===== src/rtl/matrix_result_buffer.sv =====
`default_nettype none
// ============================================================================
// Module   : matrix_result_buffer
// Purpose  : Captures the matrix ALU write stream into a private register
//            array, tracks written cells, then streams the matrix out in
//            raster order over a valid/ready handshake.
// Option   : RESULT_BUF_CHECKSUM_EN adds a running sum of streamed elements.
// Revision : 1.0 - initial release
// ============================================================================
module matrix_result_buffer #(
  parameter int MAX_ROWS = 5,
  parameter int MAX_COLS = 5,
  parameter int DATA_W   = 32
) (
  input  logic              clk,
  input  logic              rst_n,
  input  logic              cap_start_i,
  input  logic              wr_en_i,
  input  logic [3:0]        wr_row_i,
  input  logic [3:0]        wr_col_i,
  input  logic [DATA_W-1:0] wr_data_i,
  input  logic              alu_done_i,
  input  logic              out_start_i,
  input  logic [3:0]        out_rows_i,
  input  logic [3:0]        out_cols_i,
  input  logic              out_ready_i,
  output logic              out_valid_o,
  output logic [DATA_W-1:0] out_data_o,
  output logic [3:0]        out_row_o,
  output logic [3:0]        out_col_o,
  output logic              out_last_o,
  output logic              result_valid_o,
  output logic              busy_o,
  output logic              err_oob_o,
  output logic              err_dim_o,
  output logic [DATA_W-1:0] out_checksum_o
);

  localparam int         c_CELLS  = MAX_ROWS * MAX_COLS;
  localparam int         c_ADDR_W = (c_CELLS > 1) ? $clog2(c_CELLS) : 1;
  localparam logic [3:0] c_ROWS   = 4'(MAX_ROWS);
  localparam logic [3:0] c_COLS   = 4'(MAX_COLS);

  localparam logic [1:0] S_IDLE    = 2'd0;
  localparam logic [1:0] S_CAPTURE = 2'd1;
  localparam logic [1:0] S_HOLD    = 2'd2;
  localparam logic [1:0] S_STREAM  = 2'd3;

  logic [1:0]        state_q, state_d;
  logic [c_CELLS-1:0] map_q;
  logic [DATA_W-1:0] mem_q [c_CELLS];
  logic              result_valid_q, err_oob_q, err_dim_q;
  logic [3:0]        rows_q, cols_q, rd_row_q, rd_col_q;
  logic              out_valid_q, out_last_q;
  logic [DATA_W-1:0] out_data_q;

  logic              w_idle_hold, w_hs, w_wr_ok, w_dim_ok;
  logic              w_cap_clr, w_wr, w_oob, w_done, w_accept, w_dim_bad;
  logic [3:0]        w_nxt_row, w_nxt_col, w_ld_row, w_ld_col, w_rows_sel, w_cols_sel;
  logic              w_ld_last;
  logic [c_ADDR_W-1:0] w_wr_addr, w_rd_addr;
  logic [DATA_W-1:0] w_rd_data;

  // Control decode: cap_start wins over everything else outside STREAM.
  always_comb begin
    w_idle_hold = (state_q == S_IDLE) || (state_q == S_HOLD);
    w_hs        = out_valid_q && out_ready_i;
    w_wr_ok     = (wr_row_i < c_ROWS) && (wr_col_i < c_COLS);
    w_dim_ok    = (out_rows_i != 4'd0) && (out_cols_i != 4'd0) &&
                  (out_rows_i <= c_ROWS) && (out_cols_i <= c_COLS) && result_valid_q;
    w_cap_clr   = cap_start_i && (state_q != S_STREAM);
    w_wr        = (state_q == S_CAPTURE) && !cap_start_i && wr_en_i && w_wr_ok;
    w_oob       = (state_q == S_CAPTURE) && !cap_start_i && wr_en_i && !w_wr_ok;
    w_done      = (state_q == S_CAPTURE) && !cap_start_i && alu_done_i;
    w_accept    = w_idle_hold && !cap_start_i && out_start_i && w_dim_ok;
    w_dim_bad   = w_idle_hold && !cap_start_i && out_start_i && !w_dim_ok;
    w_wr_addr   = c_ADDR_W'(wr_row_i) * c_ADDR_W'(MAX_COLS) + c_ADDR_W'(wr_col_i);
  end

  // Raster index walk and the element to load for the next beat.
  always_comb begin
    if (rd_col_q == cols_q - 4'd1) begin
      w_nxt_col = 4'd0;
      w_nxt_row = rd_row_q + 4'd1;
    end else begin
      w_nxt_col = rd_col_q + 4'd1;
      w_nxt_row = rd_row_q;
    end
    w_ld_row   = w_accept ? 4'd0 : w_nxt_row;
    w_ld_col   = w_accept ? 4'd0 : w_nxt_col;
    w_rows_sel = w_accept ? out_rows_i : rows_q;
    w_cols_sel = w_accept ? out_cols_i : cols_q;
    w_ld_last  = (w_ld_row == w_rows_sel - 4'd1) && (w_ld_col == w_cols_sel - 4'd1);
    w_rd_addr  = c_ADDR_W'(w_ld_row) * c_ADDR_W'(MAX_COLS) + c_ADDR_W'(w_ld_col);
    w_rd_data  = map_q[w_rd_addr] ? mem_q[w_rd_addr] : '0;
  end

  // State register.
  always_ff @(posedge clk or negedge rst_n) begin
    if (!rst_n) state_q <= S_IDLE;
    else        state_q <= state_d;
  end

  // Next-state logic.
  always_comb begin
    state_d = state_q;
    case (state_q)
      S_IDLE, S_HOLD: begin
        if (cap_start_i)   state_d = S_CAPTURE;
        else if (w_accept) state_d = S_STREAM;
      end
      S_CAPTURE: begin
        if (!cap_start_i && alu_done_i) state_d = S_HOLD;
      end
      S_STREAM: begin
        if (w_hs && out_last_q) state_d = S_HOLD;
      end
      default: state_d = S_IDLE;
    endcase
  end

  // Output decode.
  always_comb begin
    busy_o         = (state_q == S_CAPTURE) || (state_q == S_STREAM);
    out_valid_o    = out_valid_q;
    out_data_o     = out_data_q;
    out_row_o      = rd_row_q;
    out_col_o      = rd_col_q;
    out_last_o     = out_last_q;
    result_valid_o = result_valid_q;
    err_oob_o      = err_oob_q;
    err_dim_o      = err_dim_q;
  end

  // Element storage; unwritten cells are masked by the map, so no reset.
  always_ff @(posedge clk) begin
    if (w_wr) mem_q[w_wr_addr] <= wr_data_i;
  end

  // Capture bookkeeping: written-map, sticky out-of-range flag, result flag.
  always_ff @(posedge clk or negedge rst_n) begin
    if (!rst_n) begin
      map_q          <= '0;
      err_oob_q      <= 1'b0;
      result_valid_q <= 1'b0;
      err_dim_q      <= 1'b0;
    end else begin
      err_dim_q <= w_dim_bad;
      if (w_cap_clr) begin
        map_q          <= '0;
        err_oob_q      <= 1'b0;
        result_valid_q <= 1'b0;
      end
      if (w_wr)   map_q[w_wr_addr] <= 1'b1;
      if (w_oob)  err_oob_q        <= 1'b1;
      if (w_done) result_valid_q   <= 1'b1;
    end
  end

  // Streaming registers: load on accept, advance on each handshake.
  always_ff @(posedge clk or negedge rst_n) begin
    if (!rst_n) begin
      rows_q      <= 4'd0;
      cols_q      <= 4'd0;
      rd_row_q    <= 4'd0;
      rd_col_q    <= 4'd0;
      out_valid_q <= 1'b0;
      out_last_q  <= 1'b0;
      out_data_q  <= '0;
    end else if (w_accept) begin
      rows_q      <= out_rows_i;
      cols_q      <= out_cols_i;
      rd_row_q    <= 4'd0;
      rd_col_q    <= 4'd0;
      out_valid_q <= 1'b1;
      out_last_q  <= w_ld_last;
      out_data_q  <= w_rd_data;
    end else if ((state_q == S_STREAM) && w_hs) begin
      if (out_last_q) begin
        out_valid_q <= 1'b0;
        out_last_q  <= 1'b0;
      end else begin
        rd_row_q    <= w_nxt_row;
        rd_col_q    <= w_nxt_col;
        out_last_q  <= w_ld_last;
        out_data_q  <= w_rd_data;
      end
    end
  end

`ifdef RESULT_BUF_CHECKSUM_EN
  logic [DATA_W-1:0] chk_q;

  // Running modulo-2^DATA_W sum of handshaken elements.
  always_ff @(posedge clk or negedge rst_n) begin
    if (!rst_n)                               chk_q <= '0;
    else if (w_accept)                        chk_q <= '0;
    else if ((state_q == S_STREAM) && w_hs)   chk_q <= chk_q + out_data_q;
  end

  assign out_checksum_o = chk_q;
`else
  assign out_checksum_o = '0;
`endif

endmodule
`default_nettype wire


===== config.mk =====
export PLATFORM = sky130hd
export DESIGN_NAME = matrix_result_buffer
export DESIGN_NICKNAME = d
export VERILOG_FILES = /design/src/rtl/matrix_result_buffer.sv
export SDC_FILE = /design/constraint.sdc
export NUM_CORES = 1
export LEC_CHECK = 0
export CORE_UTILIZATION = 45
export CTS_BUF_LIST = sky130_fd_sc_hd__clkbuf_8
export DETAILED_ROUTE_END_ITERATION = 16
export SYNTH_ARGS = -nofsm -noshare
export SYNTH_HDL_FRONTEND = slang
export SYNTH_SLANG_ARGS = --single-unit

===== constraint.sdc =====
create_clock -name clk -period 6.64 [get_ports clk]
set_input_delay 1.328 -clock clk [delete_from_list [all_inputs] [get_ports clk]]
set_output_delay 1.328 -clock clk [all_outputs]
set_load 0.02 [all_outputs]

### Word-level counts from Yosys, hierarchy flattened

Memory sizes are Yosys's and may differ from the RTL's.
Index checks and enable logic that the tools add are counted.

* latch bits: 0
* bits in writable memories: 800
* memories kept: 1
* ROM bits: 0
* bits in registers: 80
* output and inout port bits: 78

Memories
* mem_q: depth 25, width 32, read ports 1, clocked after Yosys merged registers in 0, wr ports 1, RTL line 51 `logic [DATA_W-1:0] mem_q [c_CELLS];`

* multipliers: 2
* reductions and logical operators: 37
* muxes and demuxes: 38
* order comparisons: 7
* eq/ne operators: 11
* bitwise gates (word level): 1
* shift-type cells: 0
* add/sub/neg operators: 7
* div/mod/pow operators: 0

Operators with widths (count)
* two-way mux 32 bit: 4
* two-way mux 25 bit: 2
* two-way mux 4 bit: 12
* OR 25 bit: 1
* logical AND 1 bit: 21
* two-way mux 1 bit: 13
* == test 4 bit: 3
* < comparator 5 x 6 -> 1 bit (second input constant): 2
* subtractor 4 x 1 -> 4 bit (second input constant): 3
* adder 5 x 4 -> 5 bit: 2
* multiplier 4 x 3 -> 5 bit (second input constant): 2
* adder 4 x 1 -> 4 bit (second input constant): 2
* less-or-equal comparator 4 x 3 -> 1 bit (second input constant): 2
* < comparator 4 x 3 -> 1 bit (second input constant): 2
* two-way mux 2 bit: 4
* nonzero test 2 bit: 4
* nonzero test 4 bit: 2
* one-hot mux 2 bit (3 select lines): 1
* binary-select mux 1 bit (select 5 bit): 1
* demux 1 bit (select 5 bit): 1
* >= comparator 5 x 1 -> 1 bit (second input constant): 1
* == test 2 bit (second input constant): 2
* != test 2 x 1 -> 1 bit (second input constant): 2
* != test 2 bit (second input constant): 2
* 8 further kinds: 12

### Depth between registers and ports, before layout

Gate-level depths: netlist of run 1.

* word-level depth: 15
* mapped depth: 20
* mapped depth without buffers: 19

### Worst setup path before layout of run 1

No wires, ideal clock.

* path kind: input port to flip-flop
* start point: input port out_rows_i[3]
* end point: register out_data_q[0], in the netlist out_data_o[0]
* data required time: 6.498 ns
* setup time: 0.142 ns
* stages: 18
* setup slack: 0.990 ns
* data arrival time: 5.507 ns
* path buffers: 3
* cells stage by stage: nor3b_1 -> and4_1 -> clkbuf_1 -> nand2_1 -> clkbuf_1 -> a31o_2 -> ha_1 -> inv_1 -> fa_1 -> inv_1 -> ha_1 -> xor2_1 -> mux4_2 -> nand3b_1 -> mux2i_1 -> o21ai_1 -> clkbuf_1 -> o221ai_1

* cells in the longest elaborated chain, start to end: 15
* elaborated cells between the ends (all ways): 21
* classes of those cells: add/sub: 1; mul: 1; order compare: 1; eq/ne: 1; mux: 8; reduce/logical: 8; memory: 1

RTL lines
* start, declared: RTL line 24 `input logic [3:0] out_rows_i,`
* parallel branches: the longest is 2 deep, another holds less-or-equal comparator 4 x 3 -> 1 bit
* logical AND 1 bit *: RTL line 69 `w_dim_ok = (out_rows_i != 4'd0) && (out_cols_i != 4'd0) &&`
* logical AND 1 bit * (2 in a row): RTL line 70 `(out_rows_i <= c_ROWS) && (out_cols_i <= c_COLS) && result_valid_q;`
* logical AND 1 bit *: RTL line 75 `w_accept = w_idle_hold && !cap_start_i && out_start_i && w_dim_ok;`
* two-way mux 4 bit *: RTL line 89 `w_ld_row = w_accept ? 4'd0 : w_nxt_row;`
* named net w_ld_row[1]: RTL line 59 `logic [3:0] w_nxt_row, w_nxt_col, w_ld_row, w_ld_col, w_rows_sel, w_cols_sel;`
* multiplier 4 x 3 -> 5 bit *: RTL line 94 `w_rd_addr = c_ADDR_W'(w_ld_row) * c_ADDR_W'(MAX_COLS) + c_ADDR_W'(w_ld_col);`
* adder 5 x 4 -> 5 bit *: RTL line 94
* binary-select mux 1 bit (select 5 bit): RTL line 95 `w_rd_data = map_q[w_rd_addr] ? mem_q[w_rd_addr] : '0;`
* two-way mux 1 bit (not written as such): RTL line 95
* two-way mux 32 bit *: RTL line 95
* two-way mux 32 bit: RTL line 179 `if (out_last_q) begin`
* two-way mux 32 bit: RTL line 178 `end else if ((state_q == S_STREAM) && w_hs) begin`
* two-way mux 32 bit *: RTL line 170 `end else if (w_accept) begin`
* end signal, assigned: RTL line 177 `out_data_q <= w_rd_data;`
* end signal, assigned: RTL line 186 `out_data_q <= w_rd_data;`
* end, declared: RTL line 55 `logic [DATA_W-1:0] out_data_q;`

Mark *: on every way through the listed nets, which the timed path passes. The select of a mux whose other input is x is not followed.
A chain may end at the register's enable or synchronous reset.

### Worst setup path in the final report of run 1

* start point: input port out_cols_i[1]
* end point: register out_data_q[6], in the netlist out_data_o[6]

* cells in the longest elaborated chain, start to end: 15
* elaborated cells between the ends (all ways): 21
* classes of those cells: add/sub: 1; mul: 1; order compare: 1; eq/ne: 1; mux: 8; reduce/logical: 8; memory: 1

RTL lines
* start, declared: RTL line 25 `input logic [3:0] out_cols_i,`
* parallel branches: the longest is 3 deep, another holds less-or-equal comparator 4 x 3 -> 1 bit
* logical AND 1 bit * (2 in a row): RTL line 70
* logical AND 1 bit *: RTL line 75
* two-way mux 4 bit *: RTL line 89
* named net w_ld_row[0]: RTL line 59
* multiplier 4 x 3 -> 5 bit *: RTL line 94
* adder 5 x 4 -> 5 bit *: RTL line 94
* binary-select mux 1 bit (select 5 bit): RTL line 95
* two-way mux 1 bit (not written as such): RTL line 95
* two-way mux 32 bit *: RTL line 95
* two-way mux 32 bit: RTL line 179
* two-way mux 32 bit: RTL line 178
* two-way mux 32 bit *: RTL line 170

Marks and branches as above.

==> reports/results.ini, run 1 <==
[status]
status=finished, final reports clean

[critical_path]
path_class=in -> reg
arrival_ns=6.09
required_ns=7.31
startpoint_type=input pin
crit_fanout=21
end_kind=flip-flop

[placement]
portBuffers=100
gp_congestion=0.8449
hpwlAfterDp_mm=46.69

[drt]
drt_iter0_drc=1682
detail-route-antenna-nets=0
drtPass1Iterations=5
vias=17760
drt-vias-per-instance=5.603
drc=0
totalWireLength_mm=84.05
detail_route.wl_per_cell_um=26.52

[power_and_ir_drop]
p_leak_uw=0.01420
p_int_uw=14830
p_sw_uw=8626
power.density_nw_per_um2=577.4
p_comb_frac=0.558
irDropWorstVdd_v=0.0008426
clockPowerShare=0.181
p_sw_frac=0.3678
pwr-share-seq=0.261

[clock_tree]
clk_pin_slew_ns=0.06
cts-hold-fix-buffers=0
post_cts_resized=0
clockBufferDepth=3
cts_tree=yes
cts.sinks=880
root_buffer=clkbuf_8
cts_setup_buffers=0
cts_made_buffers=143
htree_levels=4
insertion_delay_ns=0.79

[sta]
tightest_slew_ns=1.006
maxSlewHeadroom=0.3278
max_freq_mhz=184.7
fin_worst_skew_ns=0.02823
finalSetupViolations=0
finalCritPeriodShare=0.8156
slew_viol_final=0
rsz0062_at_grt=false
fin_setup_tns_ns=0
finalHoldViolations=0
period_needed_ns=5.416

[synthesis]
async_reset_ff_frac=0.09091
synth_seq_cells=880
yosysWarningCount=0
ys_types=62
syn_avg_cell_area_um2=19.65
synth-edff-count=800
synth_flop_cell=edfxtp_1
syn_inst=1790
ys_seq_area_frac=0.7398
synth_area_um2=35180

[layout]
multi_input_area_um2=8556
final_cell_mix=800 x edfxtp_1, 224 x mux4_2, 162 x inv_1
final_common_cell=edfxtp_1
drive_above_1_share=0.2411
fillers=6154
regArea_um2=26030
final_nets=2096
syn_to_final_growth_pct=15.47
fin_util=0.5252

[hold_path]
hold_class=reg -> reg

[die]
core_um2=77340
ios=133
initial_core_util=0.4548
fp.dieH_um=281.6
rows=102
die_w_um=281.6
die-area_um2=79290

[global_route]
grt_first_pass_wirelength_mm=124.7
gr-total-overflow=0
antenna_found_initial=2
grt_max_degree=89
grt.total_usage=0.2205
grt_pass1_vias=18710

[job]
maxCapViolations=0

-- cells in the mapped netlist (all sizes together), types with 2 or more instances --
| master | instances | area [µm²] |
|---|---|---|
| a21oi | 12 | 71.32 |
| xor2 | 14 | 122.6 |
| nand4 | 5 | 31.28 |
| or3 | 4 | 25.02 |
| and3 | 2 | 12.51 |
| xnor2 | 14 | 130.1 |
| nand3b | 6 | 45.04 |
| dfrtp | 80 | 2002 |
| o21ai | 24 | 120.1 |
| ha | 20 | 250.2 |
| a31oi | 12 | 75.07 |
| buf | 68 | 417.9 |
| nor3 | 6 | 35.03 |
| mux2 | 6 | 67.56 |
| o31ai | 3 | 22.52 |
| nand3 | 15 | 80.08 |
| mux2i | 36 | 360.4 |
| nand2 | 141 | 529.3 |
| a21o | 27 | 202.7 |
| clkbuf | 44 | 165.2 |
| o221ai | 22 | 211.5 |
| nor2 | 59 | 221.5 |
| edfxtp | 800 | 24020 |
| a22oi | 5 | 37.54 |
| mux4 | 230 | 5202 |
| fa | 4 | 80.08 |
| and2 | 4 | 25.02 |
| inv | 105 | 394.1 |
-- path summary, 6_finish.rpt --
path                                       to  slack [ns]  cells past startpoint     startpoint
worst max-delay path            out_data_o[6]        1.22                     20  out_cols_i[1]
worst min-delay path                map_q[10]        0.47                      1      map_q[10]
worst max register to register  out_data_o[6]        1.68                     21      cols_q[1]
worst min register to register      map_q[10]        0.47                      1      map_q[10]
max in group asynchronous           map_q[24]        4.91                      2          rst_n
min in group asynchronous           rows_q[0]        0.49                      1          rst_n
-- sequential cells by signal, summed over array words and instances (netlist names) --
| register | flops |
|---|---|
| result_valid_o | 1 |
| mem_q | 800 |
| rows_q | 4 |
| out_col_o | 4 |
| err_dim_o | 1 |
| cols_q | 4 |
| out_valid_o | 1 |
| out_data_o | 32 |
| err_oob_o | 1 |
| map_q | 25 |
| out_last_o | 1 |
| out_row_o | 4 |
| state_q | 2 |
-- cells by family after synthesis --
kind of cell               after synthesis  share of synthesized area
DFF                                    880                     0.7398
muxes                                  272                     0.1601
and+or+nand+nor                        248                    0.02995
buffers and inverters                  217                    0.02778
AOI/OAI and AO/OA                      118                    0.02440
xor gates and xnor gates                30                   0.008501
adders and majority gates               24                   0.009390
other                                    1                  0.0001066
-- critical path, stage by stage --
cell and delay (ns):
clkdlybuf4s50_1 0.49, or3_1 0.41, and4_1 0.22, a2111oi_0 0.43, nor2_1 0.16, inv_1 0.15
ha_1 0.16, inv_1 0.05, fa_1 0.52, inv_1 0.05, ha_1 0.39, xor2_2 0.24
buf_4 0.18, a31oi_1 0.08, a22oi_1 0.25, nand3b_1 0.11, mux2i_1 0.31, o21ai_2 0.14
buf_12 0.19, o221ai_1 0.22
-- cell type report --
class / instances / share of cell area
Sequential cell: 880 / 0.6407
Multi-Input combinational cell: 724 / 0.2106
Clock buffer: 150 / 0.05083
Timing Repair Buffer: 163 / 0.04331
Tap cell: 1040 / 0.03204
Clock inverter: 106 / 0.01272
Inverter: 105 / 0.009703
Antenna cell: 1 / 0.00006161
-- metal layers --
metal / up-vias / part of all wire / track usage
li1: 7549 / - / -
met1: 9523 / 0.42 / 0.2957
met2: 567 / 0.51 / 0.3723
met3: 116 / 0.051 / 0.03754
met4: 2 / 0.017 / 0.06215
met5: - / 0.00011 / 0
-- per-stage QoR --
stage                     total power (µW)  instances  area [µm²]  hold WS [ns]  setup slack (ns)
final                                23450       3169       40620        0.4721             1.224
after global routing                 24910       3169       40620        0.4514            0.9763
after CTS                            23850       3168       40620        0.4378             1.324
after detailed placement             19610       2912       38040        0.4603            0.5243
after global placement               19560       2912       38040        0.4557            0.5251
after floorplan                      16380       1821       35290        0.4444            0.9904
-- power groups by stage --
stage	Clock, µW	Sequential (µW)	Combinational [µW]
final	4250	6120	13100
after global routing	4580	6120	14200
after CTS	4340	6120	13400
after detailed placement	0	6240	13400
after global placement	0	6230	13300
after floorplan	0	6240	10100
(Power assumes the default switching activity.)
==> run 2, diff against run 1 <==
- clock period: 6.64 -> 4.85 ns (I/O delays scaled with it)
==> run 2 against run 1 <==
- via count grew 2.2%
- worst hold slack lost 0.19 ns
- routed wire length grew 1.6%
- clock-buffer cell count grew 6
- first-iteration DRC count shrank 5.6%
- global-route usage grew 0.060 points
- combinational power grew 50%
- clock skew grew 0.0092 ns
- power grew 45%
- largest cell class unchanged
- largest power group unchanged
==> reports/results.ini, run 2 (synthesis results as in run 1) <==
[job]
maxCapViolations=0  ; unchanged

[sta]
finalHoldViolations=0  ; unchanged
finalCritPeriodShare=0.9788
slew_viol_final=0  ; unchanged
period_needed_ns=4.747
maxSlewHeadroom=0.3434  ; +0.01560
fin_setup_tns_ns=0  ; unchanged
tightest_slew_ns=0.9824  ; -0.02334 ns
fin_worst_skew_ns=0.03747  ; +0.009237 ns
hold_ws_ns=0.2844  ; -0.1877 ns
finalSetupViolations=0  ; unchanged
max_freq_mhz=210.7

[clock_tree]
insertion_delay_ns=0.79  ; about the same
clk_pin_slew_ns=0.06  ; about the same
clockBufferDepth=3  ; unchanged
htree_levels=4  ; unchanged
cts-hold-fix-buffers=0  ; unchanged
cts.sinks=880  ; unchanged
cts_made_buffers=147  ; +2.8%
cts_tree=yes
root_buffer=clkbuf_8

[critical_path]
worst_r2r_endpoint=out_data_o[15]
end_kind=flip-flop
critPathTopFamily=adder cells
crit_cells=19  ; -5.0%
timing.reg2reg.worst_path_depth=19  ; -9.5%
path_class=reg -> reg
crit_fanout=6  ; -71%
cp.buffers_inverters=5  ; -1
slowest_stage=mux4_2
crit_chain=inv_1 > ha_1 > xor2_2 > nand3_4 > or4_4 > a21oi_4 > ha_1 > inv_1 > fa_1 > inv_1 > ha_4 > xor2_4 > mux4_2 > nand3b_1 > mux2i_4 > o21ai_4 > buf_12 > buf_12 > o221ai_1
ff2ff_setup_slack_ns=0.10  ; -1.58 ns
startpoint_type=flip-flop
r2r-start=cols_q[0]
slowest_delay_ns=0.55  ; +0.03 ns
arrival_ns=5.37  ; -0.72 ns
cpMostUsedCell=inv_1
required_ns=5.47  ; -1.84 ns

[die]
rows=102  ; unchanged
die_w_um=281.6  ; unchanged
initial_core_util=0.4548  ; unchanged
fp.dieH_um=281.6  ; unchanged
core_um2=77340  ; unchanged
die-area_um2=79290  ; unchanged
ios=133  ; unchanged

[layout]
final_cell_mix=800 x edfxtp_1, 224 x mux4_2, 156 x inv_1, 156 x clkbuf_8, 141 x nand2_1
final_nets=2168  ; +3.4%
syn_to_final_growth_pct=18.88
multi_input_area_um2=8686  ; +1.5%
finalNonFillerCells=3246  ; +2.4%
drive_above_1_share=0.2757  ; +0.03467
fillers=6021  ; -2.2%
regArea_um2=26030  ; unchanged
largest_reg_flops=800  ; unchanged
max_flop_register=mem_q
final_common_cell=edfxtp_1

[placement]
place_inst=2974  ; +2.1%
hpwlAfterDp_mm=48.71  ; +4.3%
gp_congestion=0.8259  ; -2.2%
portBuffers=100  ; unchanged

[global_route]
grt.total_usage=0.2211  ; +0.0005963
grt_first_pass_wirelength_mm=125.2  ; +0.42%
grt_max_degree=59  ; -34%
grt_pass1_vias=18900  ; +0.99%
gr-total-overflow=0  ; unchanged
antenna_found_initial=3  ; +1

[drt]
drt_iter0_drc=1587  ; -5.6%
vias=18150  ; +2.2%
drtPass1Iterations=8  ; +3
drt-vias-per-instance=5.592  ; -0.21%
totalWireLength_mm=85.42  ; +1.6%
detail-route-antenna-nets=0  ; unchanged
drc=0  ; unchanged
detail_route.wl_per_cell_um=26.31  ; -0.78%

[status]
status=finished, final reports clean

[power_and_ir_drop]
irDropWorstVdd_v=0.0006428  ; -24%
power.density_nw_per_um2=815.8  ; +41%
p_leak_uw=0.01477  ; +4.0%

[hold_path]
hold_class=in -> async

run 2: per-stage QoR:
step             util  cell area [µm²]  power (µW)  setup slack, ns
2_1_floorplan       -            35350       22490         0.002443
3_3_place_gp   0.5026            38870       28320          -0.5879
3_5_place_dp   0.5026            38870       28410          -0.5974
4_1_cts        0.5383            41630       34590          0.02579
5_1_grt        0.5407            41820       36160         -0.08696
6_report       0.5407            41820       34120           0.1031
run 2: final cells by class:
cell class              instances  area share
flip-flops and latches        880      0.6223
multi-input cells             724      0.2077
repair buffers                231     0.06349
clock buffers                 156     0.05134
well taps                    1040     0.03112
clock inverters               109     0.01457
inverters                     105    0.009424
diodes                          1  0.00005984
run 2: metal layers:
metal / track usage / wire [µm]
met1: 0.3092 / 36140
met2: 0.3540 / 41800
met3: 0.04814 / 5950
met4: 0.05686 / 1505
met5: 0 / 25
run 2: where the power goes:
group          switching, µW  total (µW)  internal, µW
sequential              55.3        8380          8330
combinational           9330       19600         10300
clock                   2990        6120          3130
run 2: what timing repair did:
action	4_1_cts	5_1_grt
pin swaps	0	5
gates cloned	0	2
setup endpoints to repair	5	32
setup buffers	0	4
endpoints found under the hold margin	0	0
resized for setup	1	17
run 2: worst max-delay path by stage:
stage | from | slack (ns) | end
after global placement | out_cols_i[0] | -0.59 | out_data_o[4]
final | cols_q[0] | 0.10 | out_data_o[15]
after global routing | cols_q[0] | -0.09 | out_data_o[18]
after CTS | cols_q[0] | 0.03 | out_data_o[15]
after detailed placement | out_cols_i[0] | -0.60 | out_data_o[15]
after floorplan | out_cols_i[0] | 0.002 | out_data_o[0]
